--- src/rtl/lock_pkg.sv ---
// Shared types and constants for the combination-lock controller:
// FSM state encoding, display glyph codes and digit helpers.
package lock_pkg;

  localparam int DIGIT_W    = 4;
  localparam int NUM_DIGITS = 4;

  // Button vector layout: [3:0] = up1..up4, then store, then check.
  localparam int NUM_BTN   = 6;
  localparam int BTN_STORE = 4;
  localparam int BTN_CHECK = 5;

  localparam logic [DIGIT_W-1:0] GLYPH_PASS = 4'd10;
  localparam logic [DIGIT_W-1:0] GLYPH_FAIL = 4'd11;
  localparam logic [DIGIT_W-1:0] GLYPH_LOCK = 4'd12;

  typedef enum logic [2:0] {
    SETUP   = 3'd0,
    LOCKED  = 3'd1,
    OPEN    = 3'd2,
    FAIL    = 3'd3,
    LOCKOUT = 3'd4
  } lock_state_t;

  typedef logic [NUM_DIGITS-1:0][DIGIT_W-1:0] digits_t;

  function automatic logic [DIGIT_W-1:0] digit_inc(input logic [DIGIT_W-1:0] d);
    return (d >= 4'd9) ? '0 : d + 4'd1;
  endfunction

  // Every digit with a press bumps independently, so simultaneous presses all land.
  function automatic digits_t bump_digits(input digits_t d, input logic [NUM_DIGITS-1:0] p);
    digits_t r;
    r = d;
    for (int i = 0; i < NUM_DIGITS; i++) begin
      if (p[i]) r[i] = digit_inc(d[i]);
    end
    return r;
  endfunction

endpackage

--- src/rtl/lock_tick_gen.sv ---
// Slow tick prescaler plus per-button rising-edge detection; buttons are
// only sampled on tick, so a held button produces a single press.
module lock_tick_gen #(
  parameter int TICK_DIV = 16777216,
  parameter int NUM_BTN  = 6
) (
  input  logic               clk,
  input  logic               reset,
  input  logic [NUM_BTN-1:0] btn,
  output logic               tick,
  output logic [NUM_BTN-1:0] press
);

  localparam int               CNT_W   = (TICK_DIV > 1) ? $clog2(TICK_DIV) : 1;
  localparam logic [CNT_W-1:0] CNT_MAX = CNT_W'(TICK_DIV - 1);

  logic [CNT_W-1:0]   cnt;
  logic [NUM_BTN-1:0] prev;

  always_ff @(posedge clk) begin
    if (!reset) begin
      cnt  <= '0;
      prev <= '0;
    end else if (tick) begin
      cnt  <= '0;
      prev <= btn;
    end else begin
      cnt <= cnt + 1'b1;
    end
  end

  assign tick  = (cnt == CNT_MAX);
  assign press = tick ? (btn & ~prev) : '0;

endmodule

--- src/rtl/lock_ctrl_fsm.sv ---
// Combination-lock sequencing FSM: digit entry, key enrollment, compare, fail counting
// and lockout. Define LOCK_AUTO_RELOCK_EN to add an idle auto-relock timeout in OPEN.
module lock_ctrl_fsm
  import lock_pkg::*;
#(
  parameter int TICK_DIV      = 16777216,
  parameter int MAX_FAIL      = 3,
  parameter int FAIL_TICKS    = 4,
  parameter int LOCKOUT_TICKS = 16,
  parameter int RELOCK_TICKS  = 8
) (
  input  logic                            clk,
  input  logic                            reset,
  input  logic                            up1,
  input  logic                            up2,
  input  logic                            up3,
  input  logic                            up4,
  input  logic                            store,
  input  logic                            check,
  output logic [DIGIT_W-1:0]              d0,
  output logic [DIGIT_W-1:0]              d1,
  output logic [DIGIT_W-1:0]              d2,
  output logic [DIGIT_W-1:0]              d3,
  output logic [2:0]                      state,
  output logic                            unlock,
  output logic                            alarm,
  output logic [$clog2(MAX_FAIL+1)-1:0]   fail_cnt
);

  localparam int FAIL_W = $clog2(MAX_FAIL + 1);

  // Timer is shared by every timed state, so it is sized for the longest dwell.
  localparam int TMR_MAX_A = (FAIL_TICKS > LOCKOUT_TICKS) ? FAIL_TICKS : LOCKOUT_TICKS;
  localparam int TMR_MAX   = (TMR_MAX_A > RELOCK_TICKS) ? TMR_MAX_A : RELOCK_TICKS;
  localparam int TMR_W     = (TMR_MAX > 1) ? $clog2(TMR_MAX + 1) : 1;

  // Loads are dwell-1 because the exit happens on the tick that sees zero.
  localparam logic [TMR_W-1:0] FAIL_LOAD    = TMR_W'(FAIL_TICKS - 1);
  localparam logic [TMR_W-1:0] LOCKOUT_LOAD = TMR_W'(LOCKOUT_TICKS - 1);
`ifdef LOCK_AUTO_RELOCK_EN
  localparam logic [TMR_W-1:0] RELOCK_LOAD  = TMR_W'(RELOCK_TICKS - 1);
`endif

  logic               tick;
  logic [NUM_BTN-1:0] press;

  lock_state_t         state_q, state_n;
  digits_t             dig_q, dig_n;
  digits_t             key_q, key_n;
  logic [FAIL_W-1:0]   fail_q, fail_n;
  logic [TMR_W-1:0]    timer_q, timer_n;

  lock_tick_gen #(
    .TICK_DIV (TICK_DIV),
    .NUM_BTN  (NUM_BTN)
  ) u_tick_gen (
    .clk   (clk),
    .reset (reset),
    .btn   ({check, store, up4, up3, up2, up1}),
    .tick  (tick),
    .press (press)
  );

  always_ff @(posedge clk) begin
    if (!reset) begin
      state_q <= SETUP;
      dig_q   <= '0;
      key_q   <= '0;
      fail_q  <= '0;
      timer_q <= '0;
    end else begin
      state_q <= state_n;
      dig_q   <= dig_n;
      key_q   <= key_n;
      fail_q  <= fail_n;
      timer_q <= timer_n;
    end
  end

  // Within a tick, check outranks store which outranks up; a lower-priority
  // press is dropped even when the higher one is ignored in the current state.
  always_comb begin
    state_n = state_q;
    dig_n   = dig_q;
    key_n   = key_q;
    fail_n  = fail_q;
    timer_n = timer_q;

    case (state_q)
      SETUP: begin
        if (tick && !press[BTN_CHECK]) begin
          if (press[BTN_STORE]) begin
            key_n   = dig_q;
            dig_n   = '0;
            state_n = LOCKED;
          end else begin
            dig_n = bump_digits(dig_q, press[NUM_DIGITS-1:0]);
          end
        end
      end

      LOCKED: begin
        if (tick) begin
          if (press[BTN_CHECK]) begin
            if (dig_q == key_q) begin
              state_n = OPEN;
              dig_n   = {NUM_DIGITS{GLYPH_PASS}};
              fail_n  = '0;
`ifdef LOCK_AUTO_RELOCK_EN
              timer_n = RELOCK_LOAD;
`endif
            end else if (int'(fail_q) + 1 < MAX_FAIL) begin
              state_n = FAIL;
              dig_n   = {NUM_DIGITS{GLYPH_FAIL}};
              fail_n  = fail_q + 1'b1;
              timer_n = FAIL_LOAD;
            end else begin
              state_n = LOCKOUT;
              dig_n   = {NUM_DIGITS{GLYPH_LOCK}};
              fail_n  = FAIL_W'(MAX_FAIL);
              timer_n = LOCKOUT_LOAD;
            end
          end else if (!press[BTN_STORE]) begin
            dig_n = bump_digits(dig_q, press[NUM_DIGITS-1:0]);
          end
        end
      end

      OPEN: begin
        if (tick) begin
          if (press[BTN_CHECK]) begin
            dig_n   = '0;
            state_n = LOCKED;
          end else if (press[BTN_STORE]) begin
            dig_n   = '0;
            state_n = SETUP;
          end
`ifdef LOCK_AUTO_RELOCK_EN
          else if (|press) begin
            timer_n = RELOCK_LOAD;
          end else if (timer_q == '0) begin
            dig_n   = '0;
            state_n = LOCKED;
          end else begin
            timer_n = timer_q - 1'b1;
          end
`endif
        end
      end

      FAIL: begin
        if (tick) begin
          if (timer_q == '0) begin
            dig_n   = '0;
            state_n = LOCKED;
          end else begin
            timer_n = timer_q - 1'b1;
          end
        end
      end

      LOCKOUT: begin
        if (tick) begin
          if (timer_q == '0) begin
            dig_n   = '0;
            fail_n  = '0;
            state_n = LOCKED;
          end else begin
            timer_n = timer_q - 1'b1;
          end
        end
      end

      default: begin
        state_n = SETUP;
        dig_n   = '0;
        timer_n = '0;
      end
    endcase
  end

  assign d0       = dig_q[0];
  assign d1       = dig_q[1];
  assign d2       = dig_q[2];
  assign d3       = dig_q[3];
  assign state    = state_q;
  assign unlock   = (state_q == OPEN);
  assign alarm    = (state_q == LOCKOUT);
  assign fail_cnt = fail_q;

endmodule

--- config.mk ---
export PLATFORM = sky130hd
export DESIGN_NAME = lock_ctrl_fsm
export DESIGN_NICKNAME = d
export VERILOG_FILES = /design/src/rtl/lock_pkg.sv /design/src/rtl/lock_tick_gen.sv /design/src/rtl/lock_ctrl_fsm.sv
export SDC_FILE = /design/constraint.sdc
export NUM_CORES = 1
export LEC_CHECK = 0
export CORE_MARGIN = 3
export CORE_UTILIZATION = 59
export CTS_CLUSTER_SIZE = 14
export DETAILED_ROUTE_END_ITERATION = 16
export GPL_TIMING_DRIVEN = 0
export PLACE_DENSITY = 0.8
export SYNTH_ARGS = -nofsm -noshare
export SYNTH_HDL_FRONTEND = slang
export SYNTH_HIERARCHICAL = 1
export SYNTH_SLANG_ARGS = --single-unit
--- constraint.sdc ---
create_clock -name clk -period 3.8 [get_ports clk]
set_input_delay 0.38 -clock clk [delete_from_list [all_inputs] [get_ports clk]]
set_output_delay 0.38 -clock clk [all_outputs]
set_load 0.05 [all_outputs]
# Word-level counts from Yosys, hierarchy flattened
# Index checks and enable logic that the tools add are counted.
# classes
n_eq_ne	19
order_cmp	5
muxes	48
add_sub_neg	8
bitwise	4
n_reduce_logical	13
# ops
op	n
two-way mux 16 bit	10
one-hot mux 16 bit (4 select lines)	1
two-way mux 4 bit	9
two-way mux 3 bit	11
two-way mux 15 bit	2
two-way mux 5 bit	5
adder 24 x 1 -> 24 bit, second input constant	1
== test 24 bit, second input constant	1
adder 4 x 1 -> 4 bit, second input constant	4
== test 16 bit	1
>= comparator 4 bit, second input constant	4
one-hot mux 5 bit (3 select lines)	1
two-way mux 2 bit	6
inequality test 2 bit, second input constant	6
one-hot mux 3 bit (4 select lines)	1
inequality test 2 x 1 -> 1 bit, second input constant	5
AND reduction 8 bit	1
AND reduction 7 bit	1
AND 6 bit	1
== test 3 x 2 -> 1 bit, second input constant	2
two-way mux 6 bit	1
inverter 6 bit	1
AND reduction 6 bit	1
OR reduction 2 bit	3
17 further kinds	18
# word_totals
word_cells	110
out_inout_bits	23
register_bits	72

# Logic depth before layout (Yosys ltp)
# Gate-level depths: netlist of run 1.
# depth
ltp_word	8
ltp_mapped	13

# By module
# The synthesis of run 1 kept the hierarchy.
# modules_own_cells
mod	n_inst	area_per_inst_um2	cells_each
lock_ctrl_fsm	1	2587.5	309
lock_tick_gen	1	1428.9	166

# Worst setup path after synthesis of run 1
# OpenSTA, ideal clock, no wires.
# synth_timing
kind	reg2reg
start	register u_tick_gen.cnt[16]
end	register key_q[4] (netlist bit)
path_stages_with_launch	12
required_ns	3.672
t_arrival_ns	2.658
synth_period_minus_slack_ns	2.786
path_slack_ns	1.014
path_buffers	2
setup_ns	0.128
path_cell_list	dfxtp_1 > nand4_1 > nor3_1 > nand2_1 > nor3b_1 > clkbuf_1 > nor2_1 > nand3_2 > clkbuf_1 > nor2_1 > a21oi_1 > nor2_1
# synth_between
elab_chain_cells	5
# synth_rtl
item	line_no	rtl
start, declared	lock_tick_gen.sv:17	logic [CNT_W-1:0] cnt;
start signal, assigned	lock_tick_gen.sv:28	cnt <= cnt + 1'b1;
== test 24 bit	lock_tick_gen.sv:32	assign tick = (cnt == CNT_MAX);
two-way mux 6 bit	lock_tick_gen.sv:33	assign press = tick ? (btn & ~prev) : '0;
net press[5]	lock_ctrl_fsm.sv:45	logic [NUM_BTN-1:0] press;
logical NOT 1 bit	lock_ctrl_fsm.sv:91	if (tick && !press[BTN_CHECK]) begin
logical AND 1 bit	lock_ctrl_fsm.sv:91	
AND reduction 3 bit (no line)	-	
end signal, assigned	lock_ctrl_fsm.sv:74	key_q <= key_n;
end, declared	lock_ctrl_fsm.sv:49	digits_t key_q, key_n;
# The timed path passes the listed nets, and every way through them passes these cells.
# A chain may end at the register's enable or synchronous reset.

# Worst setup path in the final report of run 1
# layout_timing
start	register u_tick_gen.cnt[0]
end	register key_q[5] (netlist bit)
# Same word-level chain as after synthesis.

==> impl_results.md, run 1 <==
* Initial antenna violation count at 0
* Nets@finish at 538
* Final Skew at 8.50 ps
* Clock Tree Root: clkbuf_8
* Slew headroom at 50.7%
* Die X at 88.5 um
* Worst-Margin Slew at 738 ps
* Top cell type by total area after synthesis: dfxtp_1
* Port bufs at 30
* Syn nets at 497
* Mapped Cells at 475
* Vias post-DR at 3639
* Place WS at 182 ps
* DP Cell Count at 582
* Number of global-route vias before repair at 3479
* Pre-antenna DRT Iters at 5
* Sequential share of power at 50.1%
* Yosys top cell area share at 35.9%
* Via/cell ratio at 6.09
* Startpoint Class: flip-flop
* Height of the chip at 88.5 um
* Cell Area, Placed at 4410 um2
* Final WL at 9.75 mm
* Max cap viols at 0
* Detailed placer's ending HPWL at 6.92 mm
* Power Density at 326 nW/um2
* CTS sink count at 72
* Yosys warning count at 6
* Element type at the critical path end: flip-flop
* Status: finished, final reports clean
* # diodes at 0
* Largest cells by area after synthesis: dfxtp_1 36%, nor2_1 5.7%, ha_1 4.4%, xor2_1 3.9%, o21ai_0 3.4%
* # DRC at 0
* Crit path arrival time at 3660 ps
* Clk pwr share at 47.4%
* Hold path cells at 1
* 1st-iter DRT viols at 222
* Layout cells sized above 1 at 8.64%
* Most frequent cells in the layout: 72 x dfxtp_1, 61 x nor2_1, 31 x nand2_1
* Num rows at 29
* Crit path kind: reg -> reg
* Crit path time final at 3450 ps
* Prevailing post-synth register cell: dfxtp_1
* Largest net degree at the start of global routing at 13
* Worst r2r path cells at 12
* Clock-pin slew on the worst setup and hold paths at 80 ps
* LEAKAGE at 1.82 nW
* Cell-internal power at 1.21 mW
* H-Tree Depth at 3
* Io pins at 31
* RSZ-0062 raised after global routing: false
* Worst Path Required at 4010 ps
* Core Region at 6460 um2
* Fin util at 72.1%
* GRT overflow at 0
* Power Total at 1.52 mW
* Number of synthesized flops with an enable pin at 0
* Synthesized cell area at 4020 um2
* Most common cell after layout, fill and taps aside: dfxtp_1
* Multi-input logic area at 2380 um2
* Hold Crit Class: reg -> reg
* Total track usage at 27.0%
* Logic pwr share at 2.5%
* Setup violators final at 0
* Netlist cell types at 65
* Crit-path max FO at 10
* Initial Utilization at 62.2%
* Final instance area at 4660 um2
* Register area at 1440 um2
* Final WS setup at 354 ps
* P_sw at 0.311 mW
* Hold Vio Cnt, Final at 0
* Register area share after synthesis at 35.9%
* Filler instances at 537
* Routed WL per cell at 16.3 um
* Period utilization at 90.7%
* Slew Limit Fails at 0
* Clock tree from TritonCTS: done
* CTS Buffer Depth at 2
* FMAX at 290 MHz
* Syn Area/Cell at 8.46 um2
* Die area at 7830 um2
* Hold Worst Slack at 479 ps
* Worst vdd ir at 0.296 mV
* GP Congestion at 0.940
* DRT antenna net count at 0
* Total Neg Setup Slack at 0 ps
* Sw frac at 20.5%
* CTS Buf Count at 9
* Post-synthesis register bit count at 72
* P&R area growth vs syn at 16.0%
* Non-Filler Instances at 598
* First-pass GRT wire length at 16.6 mm
* Post-synth ARST share at 0%
* Clk_lat worst skew at 340 ps
-- cell type report --
cell class                 count  share of cell area [%]
multi-input combinational    356                    51.1
sequential                    72                    30.9
timing repair buffer          30                    6.44
clock buffer                  10                    2.74
buffer                        24                    2.55
clock inverter                 6                    2.31
tap                           77                    2.07
inverter                      23                    1.85
-- cell families after synthesis --
kind of cell / count (synthesis) / share of synthesized area [%]
buf+inv: 47 / 5.11
fa+ha+maj: 14 / 4.36
mux: 13 / 3.24
simple gates: 183 / 24.7
xor+xnor: 31 / 6.76
flops: 72 / 35.9
compound gates: 115 / 20.0
-- worst max-delay path: stages (launching register included) --
cell and delay (ps):
dfxtp_1 400, ha_1 270, nand4_2 230, nor4_1 320, nand2_1 240, nor3b_1 400
clkbuf_1 410, nor2_1 140, nand3_2 240, clkbuf_1 410, nor2_1 70, a21oi_1 120
nor2_1 60
-- path summary, 6_finish.rpt --
path	startpoint	slack, ps	endpoint
worst max-delay path	u_tick_gen/cnt[0]	350	key_q[5]
worst min register to register	u_tick_gen/cnt[0]	480	u_tick_gen/cnt[0]
worst max register to register	u_tick_gen/cnt[0]	350	key_q[5]
worst min-delay path	u_tick_gen/cnt[0]	480	u_tick_gen/cnt[0]
-- power groups by stage --
stage	clock (mW)	sequential [mW]	combinational (mW)
after detailed placement	0	0.778	0.0370
after global placement	0	0.777	0.0367
after floorplan	0	0.777	0.0202
after global routing	0.763	0.761	0.0404
final	0.719	0.760	0.0372
after CTS	0.733	0.760	0.0373
-- registers in the layout (all words and copies together) (netlist names) --
name,count
state,3
d3,4
d1,4
fail_cnt,2
d0,4
timer_q,5
u_tick_gen/prev,6
key_q,16
d2,4
u_tick_gen/cnt,24
-- per-layer routing --
metal | vias up | track usage, % | wire length [um]
li1 | 1791 | - | -
met1 | 1699 | 36.5 | 4480
met2 | 123 | 41.1 | 4440
met3 | 26 | 7.64 | 575
met4 | 0 | 10.2 | 261
met5 | - | 0 | 0
-- synthesized netlist by cell type (all sizes together) (13+ instances only) --
| cell | instances |
|---|---|
| a21oi | 26 |
| ha | 14 |
| inv | 23 |
| xnor2 | 13 |
| clkbuf | 16 |
| o21ai | 35 |
| nand3 | 23 |
| nand2 | 31 |
| dfxtp | 72 |
| xor2 | 18 |
| mux2i | 13 |
| nor2 | 61 |
-- timing repair --
| item | in CTS | in global routing |
|---|---|---|
| gates resized for setup | 0 | 2 |
| buffers inserted | 0 | 0 |
| hold buffers | 0 | 0 |
| setup endpoints to repair | 0 | 28 |
| endpoints found under the hold margin | 0 | 0 |
Note: power is estimated with default switching activity, not from simulation.
==> inputs of run 2 (changes only) <==
==> constraint.sdc (replaced) <==
create_clock -name clk -period 3.8 [get_ports clk]
set_input_delay 0.38 -clock clk [delete_from_list [all_inputs] [get_ports clk]]
set_output_delay 0.38 -clock clk [all_outputs]
set_load 0.005 [all_outputs]
==> results of run 2 <==
Final layout, timing and power as in run 1 (identical DEF).
==> inputs of run 3 (changes only) <==
- ABC_CLOCK_PERIOD_IN_PS: not set -> 3800
- SYNTH_HIERARCHICAL: 1 -> not set
==> run 3 against run 2 <==
Effect of this change: worst setup slack better by 390 ps; synthesized cell count is 9.1% higher; cell count is 9.9% higher; global-route usage is 1.5 points higher; register-to-register slack better by 390 ps; clock skew is 3.1 ps higher; maximum frequency is 13% higher; count of clock-buffer cells in the layout stayed put; critical path depth is 4 lower; area after synthesis is 3.1% higher; sequential share of layout area is 0.85 points lower; clock power is 1% higher; critical endpoint is now d2[2].
==> impl_results.md, run 3 <==
* Setup violators final at 0 (unchanged)
* Routed WL per cell at 17.2 um (+5.5%)
* H-Tree Depth at 3 (unchanged)
* Register area share after synthesis at 34.8% (-1.1 points)
* Yosys top cell area share at 34.8% (-1.1 points)
* Largest register by flop count: u_tick_gen.cnt
* Hold Worst Slack at 458 ps (-21.1 ps)
* GP Congestion at 0.965 (+2.7%)
* Logic pwr share at 2.9% (+0.4 points)
* Sequential share of power at 49.6% (-0.5 points)
* Post-synthesis register bit count at 72 (unchanged)
* Clk_lat worst skew at 360 ps (+20 ps)
* Cell-internal power at 1.21 mW (about the same)
* RSZ-0062 raised after global routing: false
* Worst r2r path cells at 8 (-4)
* Yosys warning count at 0 (-6)
* Place WS at 907 ps (+725 ps)
* Number of synthesized flops with an enable pin at 0 (unchanged)
* Critical R2R Launch: d0[3]
* Cts repair resizes at 0 (unchanged)
* Simple-gate area share of the yosys netlist at 29.6% (+4.9 points)
* Clock Tree Root: clkbuf_8
* Count leader, synth: nand2_1
* Nets@finish at 582 (+8.2%)
* Top post-synthesis cells by count: 74 x nand2_1, 72 x dfxtp_1, 44 x nor2_1, 35 x a21oi_1, 25 x nand3_1
* DRT antenna net count at 0 (unchanged)
* Io pins at 31 (unchanged)
* Crit-path max FO at 10 (unchanged)
* First-pass GRT wire length at 18.9 mm (+14%)
* CTS Buf Count at 9 (unchanged)
* Initial antenna violation count at 0 (unchanged)
* Core Region at 6570 um2 (+1.7%)
* Crit path time final at 3050 ps (-393 ps)
* Final WS setup at 747 ps (+393 ps)
* Final instance area at 4790 um2 (+2.8%)
* Mapped Cells at 518 (+9.1%)
* Sw frac at 21.3% (+0.80 points)
* Slew Limit Fails at 0 (unchanged)
* P_sw at 0.327 mW (+5.0%)
* Height of the chip at 89.8 um (+1.4%)
* Power Density at 320 nW/um2 (-1.8%)
* FMAX at 328 MHz (+13%)
* Startpoint Class: flip-flop
* Clock tree from TritonCTS: done
* Die area at 8060 um2 (+2.8%)
* Netlist cell types at 58 (-11%)
* Worst hold endpoint: u_tick_gen.prev[2]
* Crit path arrival time at 3280 ps (-380 ps)
* DP Cell Count at 641 (+10%)
* Worst-Margin Slew at 903 ps (+165 ps)
* Top flop regs: u_tick_gen.cnt: 24 flops, key_q: 16 flops, u_tick_gen.prev: 6 flops
* Detailed placer's ending HPWL at 8.00 mm (+16%)
* Crit path kind: reg -> reg
* Die X at 89.8 um (+1.4%)
* Port bufs at 30 (unchanged)
* Slew headroom at 39.2% (-11 points)
* Layout cells sized above 1 at 5.85% (-2.8 points)
* # diodes at 0 (unchanged)
* Largest cells by area after synthesis: dfxtp_1 35%, nand2_1 6.7%, xnor2_1 4.7%, ha_1 4.5%, a21oi_1 4.2%
* Cell Area, Placed at 4560 um2 (+3.2%)
* Clock-pin slew on the worst setup and hold paths at 80 ps (about the same)
* Post-synthesis mux area share at 1.21% (-2.0 points)
* Status: finished, final reports clean
* Beginning of the worst hold path: u_tick_gen.prev[2]
* Number of global-route vias before repair at 3800 (+9.2%)
* Hold Crit Class: reg -> reg
* CTS sink count at 72 (unchanged)
* Max cap viols at 0 (unchanged)
* Clk pwr share at 47.5% (about the same)
* Prevailing post-synth register cell: dfxtp_1
* Total track usage at 28.5% (+1.5 points)
* Max reg flops at 24 (unchanged)
* Most frequent cells in the layout: 74 x nand2_1, 72 x dfxtp_1, 44 x nor2_1
* Final WL at 11.3 mm (+16%)
* GRT overflow at 0 (unchanged)
* P&R area growth vs syn at 15.7%
* Initial Utilization at 63.0% (+0.84 points)
* Hold Vio Cnt, Final at 0 (unchanged)
* Post-synth ARST share at 0% (unchanged)
* CTS Buffer Depth at 2 (unchanged)
* Syn nets at 541 (+8.9%)
* Hold path cells at 2 (+1)
* Adder-cell share of the synthesized area at 4.53% (+0.17 points)
* CTS Hold Buffers Added at 0 (unchanged)
* Worst Path Required at 4020 ps (about the same)
* # DRC at 0 (unchanged)
* Synth Area in Compound Gates at 18.0% (-2.0 points)
* Fin util at 72.9% (+0.80 points)
* Worst vdd ir at 0.254 mV (-14%)
* Via/cell ratio at 6.16 (+1.2%)
* Largest net degree at the start of global routing at 13 (unchanged)
* Setup bufs post-CTS at 0 (unchanged)
* Synthesized cell area at 4140 um2 (+3.1%)
* Period utilization at 80.3% (-10 points)
* Pre-antenna DRT Iters at 5 (unchanged)
* Final Skew at 11.6 ps (+3.12 ps)
* Reg2reg end: d2[2]
* Largest family of logic cells by synthesized area: simple AND/OR/NAND/NOR gates
* Non-Filler Instances at 657 (+9.9%)
* Power Total at 1.53 mW (+1.0%)
* Syn Area/Cell at 7.99 um2 (-5.5%)
* Vias post-DR at 4048 (+11%)
* LEAKAGE at 1.74 nW (-4.4%)
* Total Neg Setup Slack at 0 ps (unchanged)
* 1st-iter DRT viols at 382 (+72%)
* Synth Area in XOR/XNOR at 7.83% (+1.1 points)
* Num rows at 29 (unchanged)
* Top cell type by total area after synthesis: dfxtp_1
* Most common cell after layout, fill and taps aside: nand2_1
* R2R setup slack at 750 ps (+390 ps)
* Element type at the critical path end: flip-flop
## run 3: layer usage
metal	GRT usage, %	share of wire (%)
met1	39.3	45
met3	8.51	8.2
met5	0	0
met4	9.96	1.9
met2	42.4	44
## run 3: cell type report
class	instances	area, um2
Buffer	26	104
Clock buffer	10	128
Clock inverter	6	108
Fill cell	525	1780
Inverter	17	63.8
Multi-Input combinational cell	403	2530
Sequential cell	72	1440
Tap cell	93	116
Timing Repair Buffer	30	300
## run 3: worst max-delay path, cell delays in order (launching register included)
cell	delay, ps
dfxtp_1	330
clkbuf_1	320
xnor2_1	170
nand4_1	180
nor4_1	810
clkbuf_1	400
o21ai_0	380
nand2_1	210
o211ai_1	120
## run 3: worst max path at each step
| stage | startpoint | to | slack [ps] | cells after the start |
|---|---|---|---|---|
| 2_1_floorplan | timer_q[0] | state[0] | 1510 | 7 |
| 3_3_place_gp | check | d0[1] | 870 | 7 |
| 3_5_place_dp | d0[3] | d3[2] | 910 | 8 |
| 4_1_cts | d0[3] | d3[2] | 890 | 8 |
| 5_1_grt | d1[3] | d2[2] | 630 | 8 |
| 6_report | d0[3] | d2[2] | 750 | 8 |
## run 3: power by group through the flow
stage               registers [mW]  clock network (mW)  logic [mW]
floorplan                    0.776                   0      0.0229
global placement             0.777                   0      0.0416
detailed placement           0.777                   0      0.0424
CTS                          0.760               0.737      0.0431
global route                 0.760               0.762      0.0478
finish                       0.760               0.728      0.0439
## run 3: cells by family after synthesis
logic type | Yosys count
and+or+nand+nor | 235
xor gates and xnor gates | 37
buffers and inverters | 43
muxes | 5
DFF | 72
adders and majority gates | 15
AOI/OAI and AO/OA | 111
